File: src/rtl/dmem_access_ctrl.sv
// dmem_access_ctrl: M-stage data memory bus sequencer with flush cancel and M2 load capture
module dmem_access_ctrl #(
    parameter bit ADDR_MAP_EN = 1'b1
) (
    input  logic        clk,
    input  logic        rst,
    input  logic        mem_enM,
    input  logic        mem_wenM,
    input  logic [1:0]  mem_sizeM,
    input  logic [31:0] data_addrM,
    input  logic [31:0] writedataM,
    input  logic [3:0]  mem_write_selectM,
    input  logic        addr_errM,
    input  logic        flushM,
    input  logic        pipe_advance,
    output logic        data_req,
    output logic        data_wr,
    output logic [1:0]  data_size,
    output logic [31:0] data_addr,
    output logic [3:0]  data_wstrb,
    output logic [31:0] data_wdata,
    input  logic        data_addr_ok,
    input  logic        data_data_ok,
    input  logic [31:0] data_rdata,
    output logic [31:0] mem_rdataM2,
    output logic        rdata_validM2,
    output logic        stall_mem
);
    localparam logic [1:0] IDLE = 2'd0;
    localparam logic [1:0] ADDR = 2'd1;
    localparam logic [1:0] DATA = 2'd2;
    localparam logic [1:0] DONE = 2'd3;

    logic [1:0]  state;
    logic        cancel;
    logic        req_v;
    logic        kill;
    logic        done_ok;
    logic [31:0] mapped_addr;

    assign req_v       = mem_enM & ~addr_errM & ~flushM;
    assign kill        = cancel | flushM;
    assign done_ok     = data_data_ok & ((state == ADDR & data_addr_ok) | state == DATA);
    assign mapped_addr = (ADDR_MAP_EN && data_addrM[31:30] == 2'b10) ? {3'b000, data_addrM[28:0]} : data_addrM;

    // outputs are gated by reset so the bus and pipeline see quiet values during reset
    assign data_req      = rst & (state == ADDR);
    assign stall_mem     = rst & ((state == IDLE & req_v) | state == ADDR | state == DATA);
    assign rdata_validM2 = rst & (state == DONE) & pipe_advance & ~data_wr;

    // one outstanding transaction: capture in IDLE, hold fields until completion, cancelled ones skip DONE
    always_ff @(posedge clk) begin
        if (!rst) begin
            state       <= IDLE;
            cancel      <= 1'b0;
            data_wr     <= 1'b0;
            data_size   <= 2'b00;
            data_addr   <= 32'h0;
            data_wstrb  <= 4'h0;
            data_wdata  <= 32'h0;
            mem_rdataM2 <= 32'h0;
        end else begin
            if (state == IDLE && req_v) begin
                data_wr    <= mem_wenM;
                data_size  <= mem_sizeM;
                data_addr  <= mapped_addr;
                data_wstrb <= mem_wenM ? mem_write_selectM : 4'h0;
                data_wdata <= writedataM;
                state      <= ADDR;
            end
            if (state == ADDR || state == DATA) cancel <= kill;
            if (state == ADDR && data_addr_ok && !data_data_ok) state <= DATA;
            if (done_ok) begin
                state  <= kill ? IDLE : DONE;
                cancel <= 1'b0;
                if (!kill && !data_wr) mem_rdataM2 <= data_rdata;
            end
            if (state == DONE && pipe_advance) state <= IDLE;
        end
    end
endmodule

File: config.mk
export PLATFORM = sky130hd
export DESIGN_NAME = dmem_access_ctrl
export DESIGN_NICKNAME = d
export VERILOG_FILES = /design/src/rtl/dmem_access_ctrl.sv
export SDC_FILE = /design/constraint.sdc
export NUM_CORES = 1
export LEC_CHECK = 0
export BUFFER_PORTS_ARGS = -buffer_cell sky130_fd_sc_hd__buf_2
export CORE_ASPECT_RATIO = 1.4
export CORE_MARGIN = 1
export CORE_UTILIZATION = 36
export DETAILED_ROUTE_END_ITERATION = 10
export PLACE_DENSITY = 0.68
export SYNTH_ARGS = -nofsm -noshare
export SYNTH_HDL_FRONTEND = slang
export SYNTH_SLANG_ARGS = --single-unit
File: constraint.sdc
create_clock -name clk -period 3.9 [get_ports clk]
set_clock_uncertainty 0.05 [all_clocks]
set_input_delay 0.585 -clock clk [delete_from_list [all_inputs] [get_ports clk]]
set_output_delay 0.585 -clock clk [all_outputs]
set_load 0.05 [all_outputs]
======== Yosys cells after proc, flatten, opt, wreduce, memory -nomap -nowiden ========
Index checks and enable logic that the tools add are counted.
operators by class
  mux-type cells .......................... 6
  eq/ne operators ......................... 4
  reduce and logical (&&, ||, !) cells .... 14
  bitwise gates (word level) .............. 18
operator list
  cell                                                             count
  32-bit 2-to-1 mux                                                1
  1-bit bitwise AND                                                10
  2-bit 2-to-1 mux                                                 4
  2-bit == test, second input constant                             3
  1-bit logical AND                                                5
  4-bit 2-to-1 mux                                                 1
  1-bit NOT                                                        4
  1-bit bitwise OR                                                 4
  2-bit OR reduction                                               2
  1-bit logical NOT                                                3
  3-bit nonzero test                                               1
  2-bit by 1-bit == test with 1-bit output, second input constant  1
  2-bit logical NOT                                                1
  2-bit AND reduction                                              1
  1-bit logical OR                                                 1
storage, ports and cells
  input port bits ......................... 111
  register bits after elaboration ......... 106
  output and inout bits ................... 106
  logic and storage cells ................. 50

======== Longest topological paths before layout ========
  depth in word-level cells ............... 7
  gate-level depth with buffers ........... 7
  mapped depth without buffers ............ 5

======== Worst setup path before layout ========
No wires, ideal clock.
  path kind ............................... input to output
  start ................................... in rst
  end ..................................... out rdata_validM2
  path slack .............................. 1.371 ns
  arrival time ............................ 1.894 ns
  buffers on the path ..................... 1
  cell stages on the path ................. 3
  data required time ...................... 3.265 ns
  cells stage by stage .................... inv_1 > clkbuf_1 > nor3_1
between the ends
  word-level cells in the longest chain between the ends .. 3
RTL lines
  element                         line  source
  start, declared                 6     input logic rst,
  1-bit bitwise AND (3 in a row)  49    assign rdata_validM2 = rst & (state == DONE) & pipe_advance & ~data_wr;
  end, declared                   26    output logic rdata_validM2,
Every way passes these cells.

======== Worst setup path after layout ========
  start ................................... in rst
  end ..................................... out data_req
between the ends
  word-level cells in the longest chain between the ends .. 1
RTL lines
  element            line  source
  1-bit bitwise AND  47    assign data_req = rst & (state == ADDR);
  end, declared      16    output logic data_req,
Every way passes these cells.

==> results.cfg <==
[timing]
fin_setup_tns_ns = 0
fin_crit_sh_pct = 63.1
hold_violations = 0
setup_viol = 0
max_slew_margin_pct = 33.3
max_freq_mhz = 406
rsz0062_at_grt = false
tightest_slew_ns = 1.00
period_minus_slack_ns = 2.46
maxSlewViolCount = 0

[synthesis]
syn-num-nets = 593
synth_top_area_share_pct = 53.3
yosysSeqAreaShare_pct = 53.3
synth_area_leader_cell = dfxtp_1
netlist_top_cells_area = dfxtp_1, nand2_1, a21oi_1
synth_cell_types = 26
synthCells = 478
yosysWarnings = 0
ys_ff_latch = 106
syn-cell-area_um2 = 3980
synth_area_per_cell_um2 = 8.33

[global_routing]
grt_pass1_wl_um = 16200
grt_pass1_vias = 3625
antenna_found_initial = 0
grt-ovfl-total = 0
grt_max_degree = 73
track_usage_pct = 17.3

[final_layout]
fin_cells = 820
layout_commonest_cell = buf_2
final_cell_mix = buf_2, nand2_1, dfxtp_1, a21oi_1, mux2i_1
diodes = 0
register_area_um2 = 2120
layout.nets = 789
syn2layout_area_growth_pct = 35.9
multi_input_area_um2 = 1670
nFillCells = 1095
final_layout_size_suffix_gt1_share_pct = 35.5
final_core_util_pct = 50.1

[setup_path]
crit_required_ns = 3.26
end_kind = output pin
critPathTopFamily = buffers and inverters
cp_cell_sequence = buf_2 -> buf_4 -> and2_2 -> buf_2
critPathKind = in2out
cpMostUsedCell = buf_2
rrSetupSlack_ns = 1.73
critPathSlowestCell = buf_4
startpoint = rst
start_kind = input port
slowest_delay_ns = 0.44
path_max_fanout = 45
path_buf_inv = 3
r2r_start = state[1]
critPathArrivalTime_ns = 1.83

[power]
peakVddDrop_v = 0.000195
p_sw_mw = 0.635
sw_frac_of_total_pct = 26.3
power_density_nw_per_um2 = 446
p_int_mw = 1.78
clkPwrFrac_pct = 40.1
seqPwrFrac_pct = 46.8
p_leak_nw = 2.49
power_frac_comb_pct = 13.0

[hold_path]
holdCritPathClass = reg2reg
holdCritStartpoint = data_addr[2]

[routing]
drcViolationCount = 0
drtIter0Drc = 108
wl_um = 10000
first_pass_iters = 4
wire_per_inst_um = 12.2
vias = 3803
final_antenna_net_count = 0
viasPerCell = 4.64

[place]
portBuffers = 216
dp.cells = 804
dpl.hpwl_um = 7290
gp_congestion = 0.725

[floorplanning]
start_util_pct = 36.9
num_rows = 45
die_area_um2 = 11500
dieHeight_um = 126
io-pin-count = 217
core_area_um2 = 10800
die_w_um = 90.9

[clock_network]
cts_resized = 0
cts-buffers-inserted = 9
clkSlewWorstSetupHoldPaths_ns = 0.07
cts-root-buf = clkbuf_16
cts_max_path_buffers = 2
clkSinkCount = 106
hold_buffers = 0
cts_tree = yes
clock_latency_ns = 0.33
cts_max_level = 3
cts_setup_buffers = 0

[flow_run]
cap_viol_max_count = 0

[outcome]
status = finished clean
-- through the flow --
stage	instance area, um^2	power (mW)	hold slack, ns	worst slack [ns]
after floorplan	3980	1.37	0.442	1.37
after global placement	5090	1.47	0.386	1.47
after detailed placement	5090	1.47	0.393	1.44
after CTS	5420	2.45	0.403	1.44
after global routing	5420	2.52	0.414	1.32
final	5420	2.42	0.401	1.44
-- tightest hold or removal path, cell delays in order (launching register included) --
cell and delay, ns:
dfxtp_1 0.31, nand2_1 0.05, a21oi_1 0.05
-- cell usage after synthesis, drive strengths merged --
cell type / number
nand4bb: 1
a21oi: 74
a22oi: 1
inv: 3
dfxtp: 106
ha: 4
nor3: 1
a211oi: 1
o21ai: 1
nand2: 202
mux2i: 32
buf: 23
and4b: 1
a21o: 1
nand2b: 1
nand3: 8
and2: 1
nor4bb: 1
clkbuf: 12
a31oi: 1
nand3b: 1
nor2: 2
-- power by group through the flow --
| stage | Sequential [mW] | Combinational [mW] | Clock [mW] |
|---|---|---|---|
| 6_report | 1.13 | 0.315 | 0.970 |
| 5_1_grt | 1.14 | 0.341 | 1.04 |
| 4_1_cts | 1.13 | 0.318 | 0.999 |
| 3_5_place_dp | 1.16 | 0.317 | 0 |
| 3_3_place_gp | 1.15 | 0.313 | 0 |
| 2_1_floorplan | 1.26 | 0.106 | 0 |
-- cells by family after synthesis --
kind of cell / synth area share (%)
muxes: 8.04
DFF: 53.3
buffers and inverters: 5.62
AOI/OAI and AO/OA: 10.1
and+or+nand+nor: 21.7
adders and majority gates: 1.26
-- flip-flops by register name, summed over array words and instances (netlist names) --
register     flops
data_wstrb       4
data_size        2
state            2
data_addr       32
data_wdata      32
data_wr          1
cancel           1
mem_rdataM2     32
-- final cells by class --
| cell class | count | share of cell area, % |
|---|---|---|
| Clock buffer | 9 | 4.16 |
| Clock inverter | 7 | 1.83 |
| Inverter | 3 | 0.208 |
| Multi-Input combinational cell | 334 | 30.8 |
| Sequential cell | 106 | 39.2 |
| Tap cell | 141 | 3.26 |
| Timing Repair Buffer | 220 | 20.5 |
-- routing by layer --
layer	routed length, um	GRT usage (%)
met2	5140	31.5
met3	757	4.74
met4	110	5.88
met5	0	0
met1	4030	19.3
-- worst paths after layout --
| kind | end | depth (start not counted) |
|---|---|---|
| setup / recovery | data_req | 4 |
| hold reg to reg | data_addr[2] | 2 |
| setup reg to reg | mem_rdataM2[27] | 5 |
| hold / removal | data_addr[2] | 2 |
No activity file was read; power rests on OpenSTA's default activity.
